**config.mk**
```make
export PLATFORM = sky130hd
export DESIGN_NAME = pipeline_hazard_ctrl
export DESIGN_NICKNAME = d
export VERILOG_FILES = /design/src/rtl/pipeline_hazard_ctrl.sv
export SDC_FILE = /design/constraint.sdc
export NUM_CORES = 1
export LEC_CHECK = 0
export CORE_UTILIZATION = 51
export DETAILED_ROUTE_END_ITERATION = 10
export GPL_ROUTABILITY_DRIVEN = 0
export HOLD_SLACK_MARGIN = 0.02
export PLACE_DENSITY = 0.86
export SYNTH_ARGS = -nofsm -noshare
export SYNTH_HDL_FRONTEND = slang
export SYNTH_SLANG_ARGS = --single-unit
export TNS_END_PERCENT = 50
```
**constraint.sdc**
```tcl
create_clock -name clk -period 3.5 [get_ports clk]
set_input_delay 0.875 -clock clk [delete_from_list [all_inputs] [get_ports clk]]
set_output_delay 0.875 -clock clk [all_outputs]
set_load 0.01 [all_outputs]
```
**src/rtl/pipeline_hazard_ctrl.sv**
```systemverilog
// Hazard/sequencing controller for the 5-stage core: load-use bubble, branch flush, Decode forwarding selects,
// memory-wait freeze with watchdog. Controls are combinational (act on the same edge); FSM and counters are registered.
module pipeline_hazard_ctrl #(
    parameter int MEM_TIMEOUT = 255,
    parameter int CNT_W       = 16
) (
    input  logic             clk,
    input  logic             reset,
    input  logic [4:0]       Rs_D,
    input  logic [4:0]       Rt_D,
    input  logic             UsesRs_D,
    input  logic             UsesRt_D,
    input  logic [4:0]       RW_E,
    input  logic             RegWrite_E,
    input  logic             MEMRd_E,
    input  logic [4:0]       RW_M,
    input  logic             RegWrite_M,
    input  logic             MEMRd_M,
    input  logic             MEMWr_M,
    input  logic [4:0]       RW_W,
    input  logic             RegWrite_W,
    input  logic             Taken_D,
    input  logic             mem_ready,
    output logic             stall,
    output logic             hold_PC,
    output logic             hold_FD,
    output logic             flush,
    output logic             freeze,
    output logic [1:0]       fwdA_D,
    output logic [1:0]       fwdB_D,
    output logic             mem_err,
    output logic [CNT_W-1:0] stall_cnt,
    output logic [CNT_W-1:0] flush_cnt
);

    localparam int WCW = (MEM_TIMEOUT < 2) ? 1 : $clog2(MEM_TIMEOUT + 1);
    localparam logic [WCW-1:0] TMO = WCW'(MEM_TIMEOUT);

    typedef enum logic {S_RUN, S_WAIT} state_t;

    state_t         state, state_nxt;
    logic [WCW-1:0] wcnt, wcnt_nxt;
    logic           memwait, timeout, frz, lu, err_set;
    logic [1:0]     fwd_a, fwd_b;

    function automatic logic [1:0] fwd_sel(
        input logic [4:0] src, input logic used,
        input logic [4:0] rw_e, input logic alu_e,
        input logic [4:0] rw_m, input logic we_m,
        input logic [4:0] rw_w, input logic we_w
    );
        logic [1:0] sel;
        sel = 2'd0;
        // src==0 excludes every RW_x==0 match at once
        if (used && src != 5'd0) begin
            if (alu_e && rw_e == src)
                sel = 2'd1;
            else if (we_m && rw_m == src)
                sel = 2'd2;
            else if (we_w && rw_w == src)
                sel = 2'd3;
        end
        return sel;
    endfunction

    always_comb begin
        memwait = (MEMRd_M | MEMWr_M) & ~mem_ready;
        timeout = (state == S_WAIT) && (wcnt == TMO);
        frz     = memwait & ~timeout;
        lu      = MEMRd_E & RegWrite_E & (RW_E != 5'd0) &
                  ((UsesRs_D & (Rs_D == RW_E)) | (UsesRt_D & (Rt_D == RW_E)));
        fwd_a   = fwd_sel(Rs_D, UsesRs_D, RW_E, RegWrite_E & ~MEMRd_E,
                          RW_M, RegWrite_M, RW_W, RegWrite_W);
        fwd_b   = fwd_sel(Rt_D, UsesRt_D, RW_E, RegWrite_E & ~MEMRd_E,
                          RW_M, RegWrite_M, RW_W, RegWrite_W);
    end

    always_comb begin
        state_nxt = state;
        wcnt_nxt  = wcnt;
        case (state)
            S_RUN: begin
                if (memwait) begin
                    state_nxt = S_WAIT;
                    wcnt_nxt  = WCW'(1);
                end
            end
            S_WAIT: begin
                if (timeout || !memwait) begin
                    state_nxt = S_RUN;
                    wcnt_nxt  = '0;
                end else begin
                    wcnt_nxt  = wcnt + WCW'(1);
                end
            end
            default: begin
                state_nxt = S_RUN;
                wcnt_nxt  = '0;
            end
        endcase
        // flag rises as the count reaches the limit, so it is visible in the abandon cycle
        err_set = frz && (wcnt_nxt == TMO);
    end

    // Outputs are forced quiet while reset is held, independent of inputs
    assign stall   = reset & lu & ~frz;
    assign hold_PC = reset & (lu | frz);
    assign hold_FD = reset & (lu | frz);
    assign flush   = reset & Taken_D & ~lu & ~frz;
    assign freeze  = reset & frz;
    assign fwdA_D  = reset ? fwd_a : 2'd0;
    assign fwdB_D  = reset ? fwd_b : 2'd0;

    always_ff @(posedge clk or negedge reset) begin
        if (!reset) begin
            state     <= S_RUN;
            wcnt      <= '0;
            mem_err   <= 1'b0;
            stall_cnt <= '0;
            flush_cnt <= '0;
        end else begin
            state   <= state_nxt;
            wcnt    <= wcnt_nxt;
            mem_err <= mem_err | err_set;
            if ((stall | freeze) && stall_cnt != '1)
                stall_cnt <= stall_cnt + CNT_W'(1);
            if (flush && flush_cnt != '1)
                flush_cnt <= flush_cnt + CNT_W'(1);
        end
    end

endmodule

```
## Yosys cells after proc, flatten, opt, wreduce, memory -nomap -nowiden

Cells that the tools add are included.

| word-level totals | value |
|---|---|
| output and inout bits | 42 |
| input port bits | 37 |
| register bits after elaboration | 42 |
| bits in writable memories | 0 |
| bits in read-only memories | 0 |
| latch bits | 0 |
| memories kept | 0 |

| cells by class | value |
|---|---|
| divide/modulo/power cells | 0 |
| add/subtract/negate cells | 3 |
| $lt $le $gt $ge | 0 |
| multipliers | 0 |
| muxes and demuxes | 16 |
| shift operators | 0 |
| eq/ne operators | 12 |
| bitwise operators | 26 |
| reductions and logical operators | 17 |

Operators by type and width:

| cell | number |
|---|---|
| equality test 5 bit | 8 |
| adder 16 x 1 -> 16 bit (second input constant) | 2 |
| inequality test 16 bit (second input constant) | 2 |
| 2-to-1 mux 2 bit | 10 |
| equality test 8 bit (second input constant) | 2 |
| 2-to-1 mux 8 bit | 2 |
| case mux 8 bit (2 select lines) | 1 |
| AND 1 bit | 15 |
| nonzero test 5 bit | 3 |
| logical AND 1 bit | 12 |
| adder 8 x 1 -> 8 bit (second input constant) | 1 |
| inverter 1 bit | 6 |
| OR 1 bit | 5 |
| 2-to-1 mux 1 bit | 2 |
| case mux 1 bit (2 select lines) | 1 |
| zero test 1 bit | 1 |
| logical OR 1 bit | 1 |

## Longest topological paths before layout

| depth | value |
|---|---|
| depth after elaboration | 9 |
| gate-level depth with buffers | 9 |
| depth with buffers taken out | 8 |

## Worst setup path before layout

OpenSTA, ideal clock, no wires.

| timing path | value |
|---|---|
| path kind | input-to-output |
| from | input port RW_E[2] |
| to | output port hold_PC |
| data arrival time | 2.170 ns |
| slack | 0.455 ns |
| required time | 2.625 ns |
| buffers on the path | 1 |
| cell stages on the path | 6 |
| path through | xor2_1 -> nor3_1 -> a32o_1 -> nand2_1 -> a21boi_0 -> buf_4 |

| on the way | value |
|---|---|
| longest elaborated chain between the ends | 6 |

Ends and longest elaborated chain:

| what | line | source |
|---|---|---|
| from (decl) | 13 | `input logic [4:0] RW_E,` |
| equality test 5 bit | 71 | `((UsesRs_D & (Rs_D == RW_E)) \| (UsesRt_D & (Rt_D == RW_E)));` |
| AND 1 bit | 71 |  |
| OR 1 bit | 71 |  |
| AND 1 bit (*) | 70 | `lu = MEMRd_E & RegWrite_E & (RW_E != 5'd0) &` |
| OR 1 bit (*) | - |  |
| AND 1 bit (*) | - |  |
| to (decl) | 25 | `output logic hold_PC,` |

Every way passes the cells marked *; elsewhere a longest branch is shown, timed or not.

## Worst setup path after layout

| timing path | value |
|---|---|
| from | input port RW_E[2] |
| to | output port flush |

| on the way | value |
|---|---|
| longest elaborated chain between the ends | 7 |

Ends and longest elaborated chain:

| what | line | source |
|---|---|---|
| equality test 5 bit | 71 |  |
| AND 1 bit | 71 |  |
| OR 1 bit | 71 |  |
| AND 1 bit (*) | 70 |  |
| inverter 1 bit (*) | 109 | `assign flush = reset & Taken_D & ~lu & ~frz;` |
| AND 1 bit (*) (2 in a row) | 109 |  |
| to (decl) | 27 | `output logic flush,` |

Marked as above.

==> flow_summary.toml <==
[run_status]
status = "finished clean"

[setup_path]
r2r_end = "stall_cnt[1]"
crit_path_start_kind = "input port"
arrival_ps = 2570
crit_start = "RW_E[2]"
crit_type = "in2out"
worst-r2r-setup-slack_ps = 1030
required_ps = 2620
cp-endpoint = "flush"
rr_worst_depth = 9
end_kind = "primary output"
path_max_fanout = 3
r2r-start = "wcnt[0]"

[synthesis]
ys_types = 50
synth_top_area_share_pct = 40.7
synthMostInstantiatedCell = "dfrtp_1"
synth_ff_type = "dfrtp_1"
synth_cells = 262
yosysSeqAreaShare_pct = 40.7
ys_warn_count = 0
synth_edf_count = 0
synth_area_mm2 = 0.00258
ys_ff_latch = 42
netlist_top_cells_area = "dfrtp_1 41%, xnor2_1 11%, xor2_1 9.1%"
synth_top_cell_by_area = "dfrtp_1"
syn-num-nets = 302
synth_common_cells = "42 x dfrtp_1, 33 x xnor2_1, 27 x xor2_1"
syn_area_per_cell_um2 = 9.87
synth-async-reset-ratio_pct = 100

[cts]
postCtsHoldBufs = 0
clk_path_buf_depth = 2
htree_num_levels = 2
cts_setup_buffers = 0
cts_tree = "built"
cts.clk_slew.worst_paths_ps = 80
insertion_delay_ps = 290
cts_made_buffers = 5
clock-sinks = 42
clock-root-buffer = "clkbuf_8"

[die]
die_h_um = 73.2
row_count = 25
die_x_um = 73.2
core_mm2 = 0.00479
io_pins = 79
start_util_pct = 54.0
dieArea_mm2 = 0.00536

[routing]
wl_per_cell_um = 16.5
via_per_inst = 5.48
wl_mm = 7.25
num_vias = 2401
first_pass_iters = 4
drt_iter0_markers = 68
final_antenna_net_count = 0
route.detailed.drc = 0

[cells_and_area]
diodes = 0
areaGrowthSynthToFinish_pct = 43.2
final_layout_size_suffix_gt1_share_pct = 14.8
nFillCells = 367
final_nets = 410
fin_util_pct = 77.4

[timing]
worst_slew_pin_slew_ps = 524
final.period_utilization_pct = 98.6
finalHoldViolCount = 0
slew-limit-headroom_pct = 64.6
fin_crit_ps = 3450
finClkSkew_ps = 5.63
finalSetupViolations = 0
drv_slew = 0
fmax_mhz = 290
grt_setup_unrepaired = "true"
whs_ps = 435

[flow_run]
cap_viol_max_count = 0

[pwr]
p_total_mw = 1.34
leakage_nw = 1.62
ir_drop_uv = 474
cellPowerDensity_mw_per_mm2 = 363

[worst_hold_path]
min_path_type = "in2async"

[global_route]
grt_pass1_vias = 2448
grt_pass1_wl_mm = 11.5
grt_max_degree = 40
grt_usage_pct = 28.5
grt_overflow = 0
antenna_found_initial = 0

[placement]
hpwl_mm = 5.37
numPortBuffers = 78
worst max-delay path, stage by stage:
cell and delay, ps:
clkdlybuf4s50_1 550, xor2_1 220, nor3_2 80, a32o_2 280, buf_4 150, a21oi_4 120
dlygate4sd2_1 300
power breakdown:
part	internal, mW	total [mW]	switching [mW]
sequential	0.539	0.616	0.0771
combinational	0.223	0.407	0.184
clock	0.159	0.321	0.162
total	0.921	1.34	0.422
worst min path at each step:
stage	start	depth (start not counted)	endpoint	slack (ps)
after floorplan	wcnt[7]	1	wcnt[7]	460
after global placement	mem_err	1	mem_err	450
after detailed placement	mem_err	1	mem_err	460
after CTS	reset	1	wcnt[6]	420
after global routing	reset	1	wcnt[6]	420
final	reset	1	wcnt[6]	440
logic make-up after synthesis:
kind of cell	synth area share (%)
and+or+nand+nor	23.2
xor gates and xnor gates	20.3
DFF	40.7
AOI/OAI and AO/OA	11.4
buffers and inverters	2.08
adders and majority gates	1.45
muxes	0.871
routing by layer:
layer  track usage, %  vias to the layer above  routed length [um]
met5                0                        -                   0
met4             10.0                        0                  93
met3             6.35                       11                 470
met2             53.9                       88                3780
met1             30.9                     1133                2900
li1                 -                     1169                   -
cells in the final DEF (no fill, tap or decap), types with 2 or more instances in the layout:
master	Yosys	final
and2_1	2	2
nor2_1	14	13
nand3_1	20	20
dfrtp_1	42	42
clkbuf_2	0	3
and3_1	11	11
a21oi_1	6	5
dlymetal6s2s_1	0	5
o211ai_1	2	2
or4_1	3	3
a21o_1	3	3
a21oi_2	1	2
or3_1	2	2
nor4_1	5	5
o41ai_1	2	2
nor2b_1	2	2
buf_2	1	3
o31ai_1	2	2
xnor2_1	33	33
dlygate4sd2_1	0	4
nand4_1	16	16
nand2_1	17	17
nor3_1	7	6
clkbuf_8	0	6
inv_1	4	4
ha_1	3	3
clkdlybuf4s50_1	0	62
xor2_1	27	27
o21ai_0	7	7
and4_1	3	3
buf_4	2	28
metrics by stage:
| stage | worst slack (ps) | TNS, ps | area [um2] | instances |
|---|---|---|---|---|
| after global routing | -28.9 | -30.4 | 3700 | 438 |
| after detailed placement | -376 | -2470 | 3620 | 430 |
| after floorplan | 455 | 0 | 2580 | 262 |
| after global placement | -358 | -2160 | 3620 | 430 |
| after CTS | -65.8 | -65.8 | 3690 | 438 |
| final | 50.5 | 0 | 3700 | 438 |
flip-flops by register name (all words and copies together) (netlist names):
name / flops
wcnt: 8
state: 1
flush_cnt: 16
mem_err: 1
stall_cnt: 16
cell type report:
cell class,instances,area (um2),share of cell area [%]
well taps,67,83.8,2.26
clock inverters,1,5.00,0.135
repair buffers,106,968,26.2
flip-flops and latches,42,1050,28.4
multi-input cells,211,1490,40.3
clock buffers,7,86.3,2.33
inverters,4,15.0,0.406
repair_timing:
| action | CTS | global route |
|---|---|---|
| cloned | 0 | 0 |
| setup endpoints to repair | 8 | 7 |
| pin swaps | 2 | 3 |
| gates resized for setup | 19 | 14 |
(Power assumes the default switching activity.)
